<file path="src/rtl/load_store_unit.sv">
// Byte/half/word load-store to word memory; latency accept->resp 2 (load, word store), 3 (sub-word store), 1 (error).
// Backpressure: one request in flight, REQ_READY only in IDLE, response held until RESP_READY.
module load_store_unit #(
  parameter int DEPTH = 1024
) (
  input  logic        CLK,
  input  logic        RST,
  input  logic        REQ_VALID,
  output logic        REQ_READY,
  input  logic        REQ_WRITE,
  input  logic [1:0]  REQ_SIZE,
  input  logic        REQ_UNSIGNED,
  input  logic [31:0] REQ_ADDR,
  input  logic [31:0] REQ_WDATA,
  output logic        RESP_VALID,
  input  logic        RESP_READY,
  output logic [31:0] RESP_RDATA,
  output logic        RESP_ERR,
  output logic        MEM_WE,
  output logic [31:0] MEM_ADDRESS,
  output logic [31:0] MEM_DATA,
  input  logic [31:0] MEM_Q
);
  typedef enum logic [1:0] {S_IDLE, S_ACCESS, S_WRITE, S_RESP} state_t;

  state_t      r_state, w_next;
  logic        r_write, r_unsigned, r_err;
  logic [1:0]  r_size, r_lo;
  logic [31:0] r_wdata, r_old, r_rdata, r_mem_addr;
  logic        w_accept, w_req_err, w_subword;
  logic [7:0]  w_byte;
  logic [15:0] w_half;
  logic [31:0] w_load, w_merged;

  assign w_accept  = REQ_VALID && (r_state == S_IDLE);
  assign w_req_err = (REQ_SIZE == 2'b11)
                  || (REQ_SIZE == 2'b01 && REQ_ADDR[0])
                  || (REQ_SIZE == 2'b10 && REQ_ADDR[1:0] != 2'b00)
                  || ({2'b00, REQ_ADDR[31:2]} >= 32'(DEPTH));
  assign w_subword = r_write && (r_size != 2'b10);

  always_ff @(posedge CLK or posedge RST) begin
    if (RST) r_state <= S_IDLE;
    else     r_state <= w_next;
  end

  always_comb begin
    w_next = r_state;
    case (r_state)
      S_IDLE:   if (w_accept) w_next = w_req_err ? S_RESP : S_ACCESS;
      S_ACCESS: w_next = w_subword ? S_WRITE : S_RESP;
      S_WRITE:  w_next = S_RESP;
      S_RESP:   if (RESP_READY) w_next = S_IDLE;
      default:  w_next = S_IDLE;
    endcase
  end

  // Little-endian lane pick from the addressed word, then extension.
  always_comb begin
    w_byte = MEM_Q[{r_lo, 3'b000} +: 8];
    w_half = r_lo[1] ? MEM_Q[31:16] : MEM_Q[15:0];
    case (r_size)
      2'b00:   w_load = r_unsigned ? {24'h0, w_byte} : {{24{w_byte[7]}}, w_byte};
      2'b01:   w_load = r_unsigned ? {16'h0, w_half} : {{16{w_half[15]}}, w_half};
      default: w_load = MEM_Q;
    endcase
  end

  always_comb begin
    w_merged = r_old;
    if (r_size == 2'b00) w_merged[{r_lo, 3'b000} +: 8]        = r_wdata[7:0];
    else                 w_merged[{r_lo[1], 4'b0000} +: 16]   = r_wdata[15:0];
  end

  always_ff @(posedge CLK or posedge RST) begin
    if (RST) begin
      r_write    <= 1'b0;
      r_unsigned <= 1'b0;
      r_err      <= 1'b0;
      r_size     <= 2'b00;
      r_lo       <= 2'b00;
      r_wdata    <= 32'h0;
      r_old      <= 32'h0;
      r_rdata    <= 32'h0;
      r_mem_addr <= 32'h0;
    end else if (w_accept) begin
      r_write    <= REQ_WRITE;
      r_unsigned <= REQ_UNSIGNED;
      r_err      <= w_req_err;
      r_size     <= REQ_SIZE;
      r_lo       <= REQ_ADDR[1:0];
      r_wdata    <= REQ_WDATA;
      r_rdata    <= 32'h0;
      r_mem_addr <= {2'b00, REQ_ADDR[31:2]};
    end else if (r_state == S_ACCESS) begin
      if (!r_write) r_rdata <= w_load;
      if (w_subword) r_old <= MEM_Q;
    end
  end

  // Outputs decode straight from state so MEM_WE falls with RST, not on the next edge.
  always_comb begin
    REQ_READY   = (r_state == S_IDLE);
    RESP_VALID  = (r_state == S_RESP);
    RESP_RDATA  = r_rdata;
    RESP_ERR    = r_err;
    MEM_ADDRESS = r_mem_addr;
    MEM_WE      = 1'b0;
    MEM_DATA    = 32'h0;
    if (r_state == S_ACCESS && r_write && !w_subword) begin
      MEM_WE   = 1'b1;
      MEM_DATA = r_wdata;
    end else if (r_state == S_WRITE) begin
      MEM_WE   = 1'b1;
      MEM_DATA = w_merged;
    end
  end
endmodule

</file>
<file path="config.mk">
export PLATFORM = sky130hd
export DESIGN_NAME = load_store_unit
export DESIGN_NICKNAME = d
export VERILOG_FILES = /design/src/rtl/load_store_unit.sv
export SDC_FILE = /design/constraint.sdc
export NUM_CORES = 1
export LEC_CHECK = 0
export CORE_MARGIN = 1.5
export CORE_UTILIZATION = 40
export DETAILED_ROUTE_END_ITERATION = 10
export GPL_TIMING_DRIVEN = 0
export PLACE_DENSITY = 0.77
export SLEW_MARGIN = 5
export SYNTH_ARGS = -nofsm -noshare
export SYNTH_HDL_FRONTEND = slang
export SYNTH_SLANG_ARGS = --single-unit
</file>
<file path="constraint.sdc">
create_clock -name CLK -period 13.52 [get_ports CLK]
set_clock_uncertainty 0.05 [all_clocks]
set_input_delay 2.704 -clock CLK [delete_from_list [all_inputs] [get_ports CLK]]
set_output_delay 2.704 -clock CLK [all_outputs]
set_load 0.01 [all_outputs]
</file>
# Yosys cells after proc, flatten, opt, wreduce, memory -nomap -nowiden
# Cells that the tools add are included.
# word_totals
regBits	135
latch_bits	0
ram_bits	0
mem_bits_ro	0
output_inout_bits	100
word_cells	66
memories	0
# classes
addsub	2
n_mul	0
n_div	0
magnitude_cmp	1
eq_ne	11
n_shift	5
muxes	19
bitwise	1
n_reduce_logical	17
# op_table
operator	count
32-bit two-way mux	8
32-bit bitwise mux	2
32-bit case mux with 2 select lines	1
16-bit by 7-bit variable shift with 32-bit output, first input constant	1
8-bit by 7-bit variable shift with 32-bit output, first input constant	1
16-bit by 7-bit variable part select with 32-bit output	1
32-bit by 6-bit variable part select with 8-bit output	1
8-bit by 7-bit variable part select with 32-bit output	1
30-bit by 11-bit >= comparator with 1-bit output, second input constant	1
16-bit two-way mux	1
5-bit negator with 7-bit output	2
2-bit equality test, second input constant	4
2-bit case mux with 4 select lines	1
2-bit by 1-bit equality test with 1-bit output, second input constant	3
1-bit logical AND	6
2-bit two-way mux	3
2-bit by 1-bit inequality test with 1-bit output, second input constant	3
2-bit logical NOT	2
2-bit AND reduction	2
2-bit nonzero test	2
1-bit logical OR	3
1-bit two-way mux	3
3-bit AND reduction	1
2-bit inequality test, second input constant	1
2 further kinds	2

# Depth between registers and ports, before layout
# Gate-level depths: netlist (run 1).
# logic_depth
ltp_word	8
ltp_mapped	9
depth_no_buf	6

# Least setup slack after synthesis (run 1)
# OpenSTA, ideal clock, no wires.
# synth_path
kind	flip-flop to output port
start	reg r_lo[1]
end	out MEM_DATA[24]
t_arrival_ns	2.473
required_time_ns	10.766
slack_ns	8.293
stages_incl_launch_ff	8
path_buffers	2
cell_sequence	dfrtp_1 buf_2 clkbuf_1 inv_1 ha_1 nor4_1 a221o_1 a22o_1
# synth_between
elab_chain_len	6
# synth_rtl
item	line	source
start: declaration	28	logic [1:0] r_size, r_lo;
start signal: assignment	91	r_lo <= REQ_ADDR[1:0];
5-bit negator with 7-bit output, on equally long branches	72, 71	
16-bit by 7-bit variable part select with 32-bit output, or another cell as far along	72	else w_merged[{r_lo[1], 4'b0000} +: 16] = r_wdata[15:0];
32-bit bitwise mux, on equally long branches	72, 71	
32-bit two-way mux *	71	if (r_size == 2'b00) w_merged[{r_lo, 3'b000} +: 8] = r_wdata[7:0];
32-bit two-way mux *	113	end else if (r_state == S_WRITE) begin
32-bit two-way mux *	110	if (r_state == S_ACCESS && r_write && !w_subword) begin
end: declaration	21	output logic [31:0] MEM_DATA,
# Every way passes the cells marked *; elsewhere a longest branch is shown, timed or not.

# Worst setup path after layout (run 1)
# layout_path
start	reg r_lo[1]
end	out MEM_DATA[23]
# The elaborated chain is that of the path after synthesis.

==> metrics.md, run 1 <==
| Metric | Value |
|---|---|
| First-pass GRT wire length | `34300 um` |
| Post-synthesis sequential area ratio | `between 50% and 60%` |
| Power per cell area | `242 nW/um^2` |
| Clock transition at path regs | `approximately 0.060 ns` |
| Min-Delay Startpoint | `MEM_ADDRESS[5]` |
| Post-synthesis cell type count | `52` |
| CTS Sinks | `135` |
| Vias | `~6200` |
| Post-synth ARST share | `100%` |
| Setup Total Neg Slack | `0 ns` |
| Clock buffer depth | `2` |
| Placed instance count | `between 1000 and 1500` |
| Slew HR | `between 15 and 20%` |
| Post-CTS Resized | `0` |
| Die X | `133 um` |
| Fin crit share | `50.1%` |
| Finish-stage setup viols | `0` |
| Worst skew pair latency | `0.42 ns` |
| Core area | `~16000 um^2` |
| Final core utilization | `approximately three fifths` |
| Number of flops mapped to enable cells by yosys | `0` |
| Leak Pwr | `4.33 nW` |
| Vias per cell | `5.48` |
| Top_reg_cell synth | `dfrtp_1` |
| GR Overflow Total | `0` |
| RSZ-0062 raised after global routing | `no` |
| Worst Setup SP | `r_lo[1]` |
| ANT nets after route | `0` |
| Share of cells above drive strength 1 | `around 11%` |
| Final worst path period need | `slightly below 7 ns` |
| Total track usage | `25.5%` |
| Netlist Area Pre-Place | `6720 um^2` |
| Vias in the first global route | `6151` |
| Critical path class | `reg -> out` |
| # DRC | `0` |
| Top Ports | `204` |
| Max_cap viols | `0` |
| Antenna violations before repair | `0` |
| CTS Hold Bufs | `0` |
| Slew Limit Fails | `0` |
| TritonCTS Buffers | `17` |
| Outcome | `complete, no violations` |
| Final non-filler cell total | `roughly 1100` |
| Critical Path End Type | `primary output` |
| Area Growth Syn to Fin | `44.0%` |
| Initial DRC count | `489` |
| First-pass iteration count of the detailed router | `5` |
| CTS tree | `built` |
| Most common cell after layout, fill and taps aside | `nand2_1` |
| F_max | `0.148 GHz` |
| VDD IR-drop max | `about 0.00013 V` |
| Worst hold path class | `reg -> reg` |
| GPL Wtd Cong | `0.904` |
| Detailed Place HPWL | `16200 um` |
| I/O Buffers | `201` |
| Most frequent cells in the layout | `nand2_1, clkdlybuf4s50_1, dfrtp_1` |
| Tightest Pin Transition | `1.25 ns` |
| Starting Density | `40.8%` |
| Routed Wire Length | `21900 um` |
| Ant diodes | `0` |
| Die span in y | `133 um` |
| Rows | `between 40 and 50` |
| Die area | `17600 um^2` |
| Final hold violations | `0` |
| Ys Warns | `0` |
| H-Tree Depth | `4` |
| Arrival time at the worst endpoint | `between 4 and 5 ns` |
| CP max FO | `10` |
| Worst path required time | `10.77 ns` |
| Post-CTS Setup Inserts | `0` |
| Avg Cell Area, Syn | `9.92 um^2` |
| Largest net degree at the start of global routing | `85` |
| Nets | `between 1000 and 1500` |
| Critical Path Start Type | `flip-flop` |
| Flops & latches, synth | `135` |
| Crit Reg-Reg Startpoint | `r_state[0]` |
| Clock Tree Root | `clkbuf_16` |
| Drt wl/cell | `around 19 um` |
| Synthesized netlist cell count | `677` |
## final timing paths
| check | slack, ns | end | cells after the start |
|---|---|---|---|
| max | 6.75 | MEM_DATA[23] | 9 |
| min | 0.42 | MEM_ADDRESS[5] | 2 |
| max reg2reg | 10.74 | r_old[22] | 6 |
| min reg2reg | 0.42 | MEM_ADDRESS[5] | 2 |
| max in group asynchronous | 10.00 | RESP_RDATA[27] | 3 |
| min in group asynchronous | 2.66 | MEM_ADDRESS[11] | 2 |
## synth_stat cells (all sizes together), types with 3 or more instances
library cell  instances  area share (%)
a21o                  9             1.0
nor3                  3            0.22
nor4                  7            0.65
a32o                  6            0.89
o211ai                3            0.34
ha                    9             1.7
mux2i                20             3.0
dfrtp               135              50
a22o                 32             4.2
inv                  11            0.61
nor2                 10            0.56
a21oi                26             1.9
clkbuf               35             2.0
nand2b                9            0.84
a221o                36             5.6
nand2               212              12
a32oi                 4            0.52
o21ai                17             1.3
mux2                 38             6.4
buf                  12             1.1
nor2b                 8            0.75
## sequential cells by signal, indices dropped and copies added (netlist names)
name         count
RESP_RDATA      32
r_old           32
r_wdata         32
MEM_ADDRESS     30
r_lo             2
r_size           2
r_state          2
RESP_ERR         1
r_unsigned       1
r_write          1
## final cells by class
class / count / area (um^2)
timing repair buffer: 202 / 2040
clock inverter: 9 / 148
inverter: 12 / 50.0
fill: 1427 / 6800
sequential: 135 / 3380
tap: 220 / 275
clock buffer: 22 / 474
multi-input combinational: 484 / 3100
buffer: 47 / 206
## stage by stage
| stage | area (um^2) | setup WS (ns) | power [W] | hold WS, ns |
|---|---|---|---|---|
| 2_1_floorplan | 6720 | 7.15 | 0.00134 | 0.396 |
| 3_3_place_gp | 9010 | 5.28 | 0.00181 | 0.407 |
| 3_5_place_dp | 9040 | 7.28 | 0.00184 | 0.411 |
| 4_1_cts | 9670 | 6.81 | 0.00234 | 0.426 |
| 5_1_grt | 9670 | 6.55 | 0.00248 | 0.441 |
| 6_report | 9670 | 6.75 | 0.00234 | 0.420 |
## power by group
part | total [W] | leakage (nW) | internal [W] | switching, W
Clock | 0.000492 | 0.306 | 0.000321 | 0.000172
Combinational | 0.00111 | 2.34 | 0.000557 | 0.000549
Sequential | 0.000740 | 1.68 | 0.000587 | 0.000153
## critical path: stages (launching register included)
cell             delay, ns
dfrtp_1               0.37
buf_2                 0.25
clkbuf_1              0.44
inv_1                 0.29
ha_1                  0.43
nor2b_1               0.19
nand4_1               0.11
a21oi_1               0.72
a21o_1                0.24
clkdlybuf4s50_1       0.54
## routing by layer
metal / wire [um] / GRT usage [%]
met1: 9100 / 34.4
met5: 0 / 0
met2: 10300 / 40.0
met3: 1950 / 6.51
met4: 530 / 8.85
## kinds of logic (layout without fill, tap and decap cells)
| kind of cell | after synthesis | count (layout) | synth area share [%] |
|---|---|---|---|
| flops | 135 | 135 | 50.3 |
| simple gates | 264 | 264 | 16.4 |
| buf+inv | 59 | 292 | 3.75 |
| fa+ha+maj | 9 | 9 | 1.68 |
| mux | 58 | 58 | 9.35 |
| compound gates | 151 | 151 | 18.4 |
| other cells | 1 | 2 | 0.0558 |
Note: power is estimated with default switching activity, not from simulation.
==> inputs of run 2 (changes only) <==
--- a/config.mk
+++ b/config.mk
@@ -9,7 +9,7 @@
 export CORE_UTILIZATION = 40
 export DETAILED_ROUTE_END_ITERATION = 10
 export GPL_TIMING_DRIVEN = 0
-export PLACE_DENSITY = 0.77
+export PLACE_DENSITY = 0.8
 export SLEW_MARGIN = 5
 export SYNTH_ARGS = -nofsm -noshare
 export SYNTH_HDL_FRONTEND = slang
==> constraint.sdc (replaced) <==
create_clock -name CLK -period 5.7 [get_ports CLK]
set_clock_uncertainty 0.05 [all_clocks]
set_input_delay 1.14 -clock CLK [delete_from_list [all_inputs] [get_ports CLK]]
set_output_delay 1.14 -clock CLK [all_outputs]
set_load 0.01 [all_outputs]
==> run 2 against run 1 <==
Compared with the run above:
- register-to-register slack worse by 7.8 ns
- count of clock-buffer cells in the layout is 2 lower
- via count is 0.66% higher
- flip-flop and latch count stayed put
- power is 140% higher
- clock power is 130% higher
- critical path depth stayed put
- die area stayed put
- largest cell class unchanged
- global-route usage hardly changed
- final cell count hardly changed
==> metrics.md, run 2 (synthesis gave the netlist of run 1 again) <==
| Metric | Value |
|---|---|
| Slew HR | `30.2% (was 16.8%)` |
| Clk pwr share | `20.7% (was 21.1%)` |
| Comb power frac | `47.5% (was 47.3%)` |
| Tightest Pin Transition | `1.04 ns (was 1.25 ns)` |
| Pint | `0.00343 W (was 0.00146 W)` |
| Switching power | `0.00210 W (was 0.000874 W)` |
| Total track usage | `25.5% (about the same)` |
| TritonCTS Buffers | `17 (unchanged)` |
| First-pass iteration count of the detailed router | `6 (was 5)` |
| Rows | `47 (unchanged)` |
| CTS tree | `built (unchanged)` |
| Max_cap viols | `0 (unchanged)` |
| Vias in the first global route | `6225 (was 6151)` |
| Core area | `16500 um^2 (unchanged)` |
| Final WS setup | `0.550 ns (was 6.75 ns)` |
| # DRC | `0 (unchanged)` |
| Power per cell area | `573 nW/um^2 (was 242 nW/um^2)` |
| Sequential share of power | `31.7% (about the same)` |
| Antenna violations before repair | `0 (unchanged)` |
| Critical Path End Type | `primary output (unchanged)` |
| ANT nets after route | `0 (unchanged)` |
| Initial DRC count | `548 (was 489)` |
| Most common cell after layout, fill and taps aside | `nand2_1 (unchanged)` |
| Post-CTS Resized | `0 (unchanged)` |
| F_max | `0.194 GHz` |
| Detailed Place HPWL | `16200 um (about the same)` |
| CTS Hold Bufs | `0 (unchanged)` |
| First-pass GRT wire length | `34200 um (was 34300 um)` |
| Vias per cell | `5.51 (was 5.48)` |
| CP peak stage delay | `0.67 ns (was 0.72 ns)` |
| I/O Buffers | `201 (unchanged)` |
| Top Ports | `204 (unchanged)` |
| Leak Pwr | `4.32 nW (was 4.33 nW)` |
| VDD IR-drop max | `0.000313 V (was 0.000130 V)` |
| Finish-stage setup viols | `0 (unchanged)` |
| Critical Path Start Type | `flip-flop (unchanged)` |
| Slowest cell on crit path | `a21oi_1 (unchanged)` |
| Critical path class | `reg -> out (unchanged)` |
| GR Overflow Total | `0 (unchanged)` |
| GPL Wtd Cong | `0.926 (was 0.904)` |
| Clock buffer depth | `2 (unchanged)` |
| Final worst path period need | `5.15 ns` |
| Setup Total Neg Slack | `0 ns (unchanged)` |
| Final hold violations | `0 (unchanged)` |
| Nets | `1012 (unchanged)` |
| Pre-CTS setup slack | `0.717 ns (was 7.28 ns)` |
| Worst path required time | `4.51 ns (was 10.77 ns)` |
| Clock Tree Root | `clkbuf_16 (unchanged)` |
| Share of cells above drive strength 1 | `11.3% (was 11.0%)` |
| RSZ-0062 raised after global routing | `no (unchanged)` |
| Hold Slack | `0.428 ns (was 0.420 ns)` |
| Drt wl/cell | `19.5 um (was 19.3 um)` |
| Worst hold path class | `reg -> reg (unchanged)` |
| Most frequent cells in the layout | `nand2_1, clkdlybuf4s50_1, dfrtp_1 (unchanged)` |
| Post-CTS Setup Inserts | `0 (unchanged)` |
| Largest net degree at the start of global routing | `69 (was 85)` |
| Worst skew pair latency | `0.42 ns (about the same)` |
| Routed Wire Length | `22100 um (was 21900 um)` |
| Worst-path cell chain | `buf_2, clkbuf_1, inv_1, ha_1, nor2b_1, nand4_1, a21oi_1, a21o_1, clkdlybuf4s50_1 (unchanged)` |
| Area Growth Syn to Fin | `43.9% (was 44.0%)` |
| Die area | `17600 um^2 (unchanged)` |
| CP max FO | `10 (unchanged)` |
| Die span in y | `133 um (unchanged)` |
| Die X | `133 um (unchanged)` |
| Arrival time at the worst endpoint | `3.96 ns (was 4.01 ns)` |
| Fin crit share | `90.4%` |
| Outcome | `complete, no violations (unchanged)` |
| Ant diodes | `0 (unchanged)` |
| Switching Fraction | `37.9% (was 37.4%)` |
| Clock transition at path regs | `0.06 ns (about the same)` |
| Slew Limit Fails | `0 (unchanged)` |
| CTS Sinks | `135 (unchanged)` |
| Vias | `6239 (was 6198)` |
| H-Tree Depth | `4 (unchanged)` |
| Starting Density | `40.8% (unchanged)` |
[run 2: cell count changes in the layout (fill, tap and decap cells not counted)]
cell | before | now
clkinvlp_4 | 1 | 4
clkbuf_1 | 37 | 35
bufinv_16 | 4 | 3
inv_6 | 1 | 2
[run 2: path summary, 6_finish.rpt]
path | startpoint | endpoint | slack [ns] | cells after the start
hold reg to reg | MEM_ADDRESS[24] | MEM_ADDRESS[24] | 0.43 | 2
max in group asynchronous | RST | RESP_RDATA[22] | 3.67 | 3
setup reg to reg | r_state[0] | r_old[24] | 2.99 | 6
min in group asynchronous | RST | MEM_ADDRESS[11] | 1.14 | 2
hold / removal | MEM_ADDRESS[24] | MEM_ADDRESS[24] | 0.43 | 2
setup / recovery | r_lo[1] | MEM_DATA[21] | 0.55 | 9
[run 2: power groups by stage]
stage | combinational, W | sequential [W] | clock [W]
3_5_place_dp | 0.00259 | 0.00175 | 0
3_3_place_gp | 0.00254 | 0.00174 | 0
4_1_cts | 0.00261 | 0.00175 | 0.00115
2_1_floorplan | 0.00146 | 0.00172 | 0
5_1_grt | 0.00285 | 0.00180 | 0.00120
6_report | 0.00263 | 0.00176 | 0.00115
[run 2: worst max-delay path: cells and delay by family (launching register included)]
kind	cells	cell delay [ns]
buffers and inverters	4	1.50
AO/OA/AOI/OAI	2	0.94
adder cells (fa/ha/maj)	1	0.41
flip-flops	1	0.36
AND/OR/NAND/NOR	2	0.33
[run 2: metrics by stage]
step	cells	power (W)	area, um^2	util [%]
2_1_floorplan	678	0.00318	6720	-
3_3_place_gp	1099	0.00428	9010	54.7
3_5_place_dp	1100	0.00434	9040	54.9
4_1_cts	1132	0.00551	9650	58.6
5_1_grt	1132	0.00584	9660	58.7
6_report	1132	0.00553	9660	58.7
[run 2: routing by layer]
metal | track usage, % | wire, um
met1 | 31.5 | 8690
met2 | 42.4 | 10700
met3 | 8.35 | 2230
met4 | 8.18 | 511
met5 | 0 | 0
[run 2: area by class of cell]
class | count | area (um^2)
clock inverters | 12 | 149
repair buffers | 202 | 2040
fillers | 1414 | 6810
multi-input cells | 484 | 3100
plain buffers | 47 | 206
inverters | 12 | 50.0
well taps | 220 | 275
clock buffers | 20 | 467
flip-flops and latches | 135 | 3380
==> inputs of run 3 (changes only) <==
--- a/config.mk
+++ b/config.mk
@@ -10,7 +10,7 @@
 export DETAILED_ROUTE_END_ITERATION = 10
 export GPL_TIMING_DRIVEN = 0
 export PLACE_DENSITY = 0.8
-export SLEW_MARGIN = 5
+export SLEW_MARGIN = 20
 export SYNTH_ARGS = -nofsm -noshare
 export SYNTH_HDL_FRONTEND = slang
 export SYNTH_SLANG_ARGS = --single-unit
==> run 3 against run 2 <==
Compared with the run above:
- flip-flop and latch count unchanged
- non-clock buffer count unchanged
- final cell count unchanged
- worst setup slack got worse by 0.0084 ns
- critical path depth unchanged
- die area unchanged
- critical endpoint unchanged
- combinational power about the same
- via count increased by 0.11%
- sequential power about the same
- hold slack got worse by 0.0046 ns
- clock power decreased by 3%
==> metrics.md, run 3 (synthesis gave the netlist of run 1 again) <==
| Metric | Value |
|---|---|
| Outcome | `complete, no violations (unchanged)` |
| Worst hold path depth | `2 (unchanged)` |
| Comb power frac | `47.8% (was 47.5%)` |
| Fin crit share | `90.5% (was 90.4%)` |
| Antenna violations before repair | `0 (unchanged)` |
| Nets | `1012 (unchanged)` |
| Slowest cell on crit path | `a21oi_1 (unchanged)` |
| Worst-path cell chain | `buf_2, clkbuf_1, inv_1, ha_1, nor2b_1, nand4_1, a21oi_1, a21o_1, clkdlybuf4s50_1 (unchanged)` |
| Max_cap viols | `0 (unchanged)` |
| Crit Reg-Reg Startpoint | `r_state[0] (unchanged)` |
| Die span in y | `133 um (unchanged)` |
| Starting Density | `40.8% (unchanged)` |
| CP max FO | `10 (unchanged)` |
| Worst path required time | `4.51 ns (about the same)` |
| Routed Wire Length | `21900 um (was 22100 um)` |
| F_max | `0.194 GHz (about the same)` |
| Hold EP | `MEM_ADDRESS[0] (was MEM_ADDRESS[24])` |
| Min-Delay Startpoint | `MEM_ADDRESS[0] (was MEM_ADDRESS[24])` |
| Clk pwr share | `20.3% (was 20.7%)` |
| Power per cell area | `569 nW/um^2 (was 573 nW/um^2)` |
| Critical path class | `reg -> out (unchanged)` |
| Tightest Pin Transition | `1.12 ns (was 1.04 ns)` |
| Ant diodes | `0 (unchanged)` |
| Detailed Place HPWL | `16200 um (about the same)` |
| Clock Tree Root | `clkbuf_16 (unchanged)` |
| Final non-filler cell total | `1132 (unchanged)` |
| ANT nets after route | `0 (unchanged)` |
| Total track usage | `25.3% (was 25.5%)` |
| Most frequent cells in the layout | `nand2_1, clkdlybuf4s50_1, dfrtp_1 (unchanged)` |
| GR Overflow Total | `0 (unchanged)` |
| Placed cell area | `9050 um^2 (was 9040 um^2)` |
| Sequential share of power | `31.9% (was 31.7%)` |
| Drt wl/cell | `19.4 um (was 19.5 um)` |
| Depth of the worst register-to-register path | `6 (unchanged)` |
| CTS Hold Bufs | `0 (unchanged)` |
| CP peak stage delay | `0.65 ns (was 0.67 ns)` |
| Final instance area | `9650 um^2 (was 9660 um^2)` |
| Vias in the first global route | `6209 (was 6225)` |
| Vias per cell | `5.52 (was 5.51)` |
| VDD IR-drop max | `0.000307 V (was 0.000313 V)` |
| Top Ports | `204 (unchanged)` |
| Critical Path End Type | `primary output (unchanged)` |
| Final hold violations | `0 (unchanged)` |
| RSZ-0062 raised after global routing | `no (unchanged)` |
| First-pass iteration count of the detailed router | `5 (was 6)` |
| Worst hold path class | `reg -> reg (unchanged)` |
| Slew Limit Fails | `0 (unchanged)` |
| TritonCTS Buffers | `17 (unchanged)` |
| Clock buffer depth | `2 (unchanged)` |
| Pint | `0.00340 W (was 0.00343 W)` |
| Slew HR | `25.5% (was 30.2%)` |
| Clock transition at path regs | `0.06 ns (about the same)` |
| Final worst path period need | `5.16 ns (was 5.15 ns)` |
| I/O Buffers | `201 (unchanged)` |
| Arrival time at the worst endpoint | `3.97 ns (was 3.96 ns)` |
| Largest net degree at the start of global routing | `103 (was 69)` |
| Vias | `6246 (was 6239)` |
| Die area | `17600 um^2 (unchanged)` |
| Initial DRC count | `503 (was 548)` |
| Share of cells above drive strength 1 | `11.3% (unchanged)` |
| Switching Fraction | `38.1% (was 37.9%)` |
| Finish-stage setup viols | `0 (unchanged)` |
| CTS Sinks | `135 (unchanged)` |
| Leak Pwr | `4.31 nW (was 4.32 nW)` |
| Area Growth Syn to Fin | `43.7% (was 43.9%)` |
| Rows | `47 (unchanged)` |
| GPL Wtd Cong | `0.926 (unchanged)` |
| Placed instance count | `1100 (unchanged)` |
| Fillers | `1425 (was 1414)` |
| Critical Path Start Type | `flip-flop (unchanged)` |
| CTS tree | `built (unchanged)` |
| Worst skew pair latency | `0.43 ns (was 0.42 ns)` |
| Post-CTS Setup Inserts | `0 (unchanged)` |
| # DRC | `0 (unchanged)` |
| Die X | `133 um (unchanged)` |
| H-Tree Depth | `4 (unchanged)` |
| Most common cell after layout, fill and taps aside | `nand2_1 (unchanged)` |
| Post-CTS Resized | `0 (unchanged)` |
| Switching power | `0.00209 W (was 0.00210 W)` |
| Reg2reg end | `r_old[26] (was r_old[24])` |
| Reg2reg setup slack | `3.05 ns (was 2.99 ns)` |
| Core area | `16500 um^2 (unchanged)` |
| First-pass GRT wire length | `33800 um (was 34200 um)` |
==> run 3: cell types whose count changed in the layout (fill, tap and decap cells not counted), sizes merged <==
| cell | before | now |
|---|---|---|
| clkinvlp | 4 | 5 |
| clkbuf | 55 | 56 |
| clkinv | 5 | 4 |
| bufinv | 3 | 2 |
==> run 3: how the worst max path moves through the flow <==
stage / from / slack [ns] / to / depth (start not counted)
after floorplan: RST / 0.90 / MEM_ADDRESS[0] / 1
after global placement: RST / -0.92 / RESP_RDATA[17] / 2
after detailed placement: r_lo[1] / 1.14 / MEM_DATA[31] / 8
after CTS: r_lo[1] / 0.63 / MEM_DATA[21] / 9
after global routing: r_lo[1] / 0.28 / MEM_DATA[21] / 9
final: r_lo[1] / 0.54 / MEM_DATA[21] / 9
==> run 3: cell type report <==
cell class	instances	area [um^2]	share of cell area, %
Sequential cell	135	3380	35.0
Multi-Input combinational cell	484	3100	32.1
Timing Repair Buffer	202	2040	21.1
Clock buffer	21	480	4.98
Tap cell	220	275	2.85
Buffer	47	206	2.14
Clock inverter	11	121	1.26
Inverter	12	52.6	0.545
==> run 3: power by group through the flow <==
stage	Clock, W	Sequential (W)	Combinational [W]
3_5_place_dp	0	0.00175	0.00259
4_1_cts	0.00112	0.00174	0.00261
6_report	0.00111	0.00175	0.00262
3_3_place_gp	0	0.00174	0.00254
2_1_floorplan	0	0.00172	0.00146
5_1_grt	0.00116	0.00180	0.00284
==> run 3: metrics by stage <==
step | setup WS (ns) | power (W) | setup TNS [ns] | hold slack, ns | utilization (%)
CTS | 0.633 | 0.00548 | 0 | 0.426 | 58.6
floorplan | 0.899 | 0.00318 | 0 | 0.396 | -
finish | 0.541 | 0.00549 | 0 | 0.423 | 58.6
global placement | -0.916 | 0.00428 | -121.92 | 0.407 | 54.7
global route | 0.281 | 0.00580 | 0 | 0.451 | 58.6
detailed placement | 1.14 | 0.00434 | 0 | 0.412 | 54.9
==> run 3: critical path, delay by kind of cell, from the launching register on <==
kind                     cells  cell delay, ns
buffers and inverters        4            1.50
AO/OA/AOI/OAI                2            0.92
adder cells (fa/ha/maj)      1            0.42
flip-flops                   1            0.36
AND/OR/NAND/NOR              2            0.33
==> run 3: per-layer routing <==
layer / GRT usage (%) / part of all wire [%]
met5: 0 / 0
met3: 9.08 / 11
met4: 9.28 / 2.6
met2: 41.6 / 48
met1: 30.8 / 39
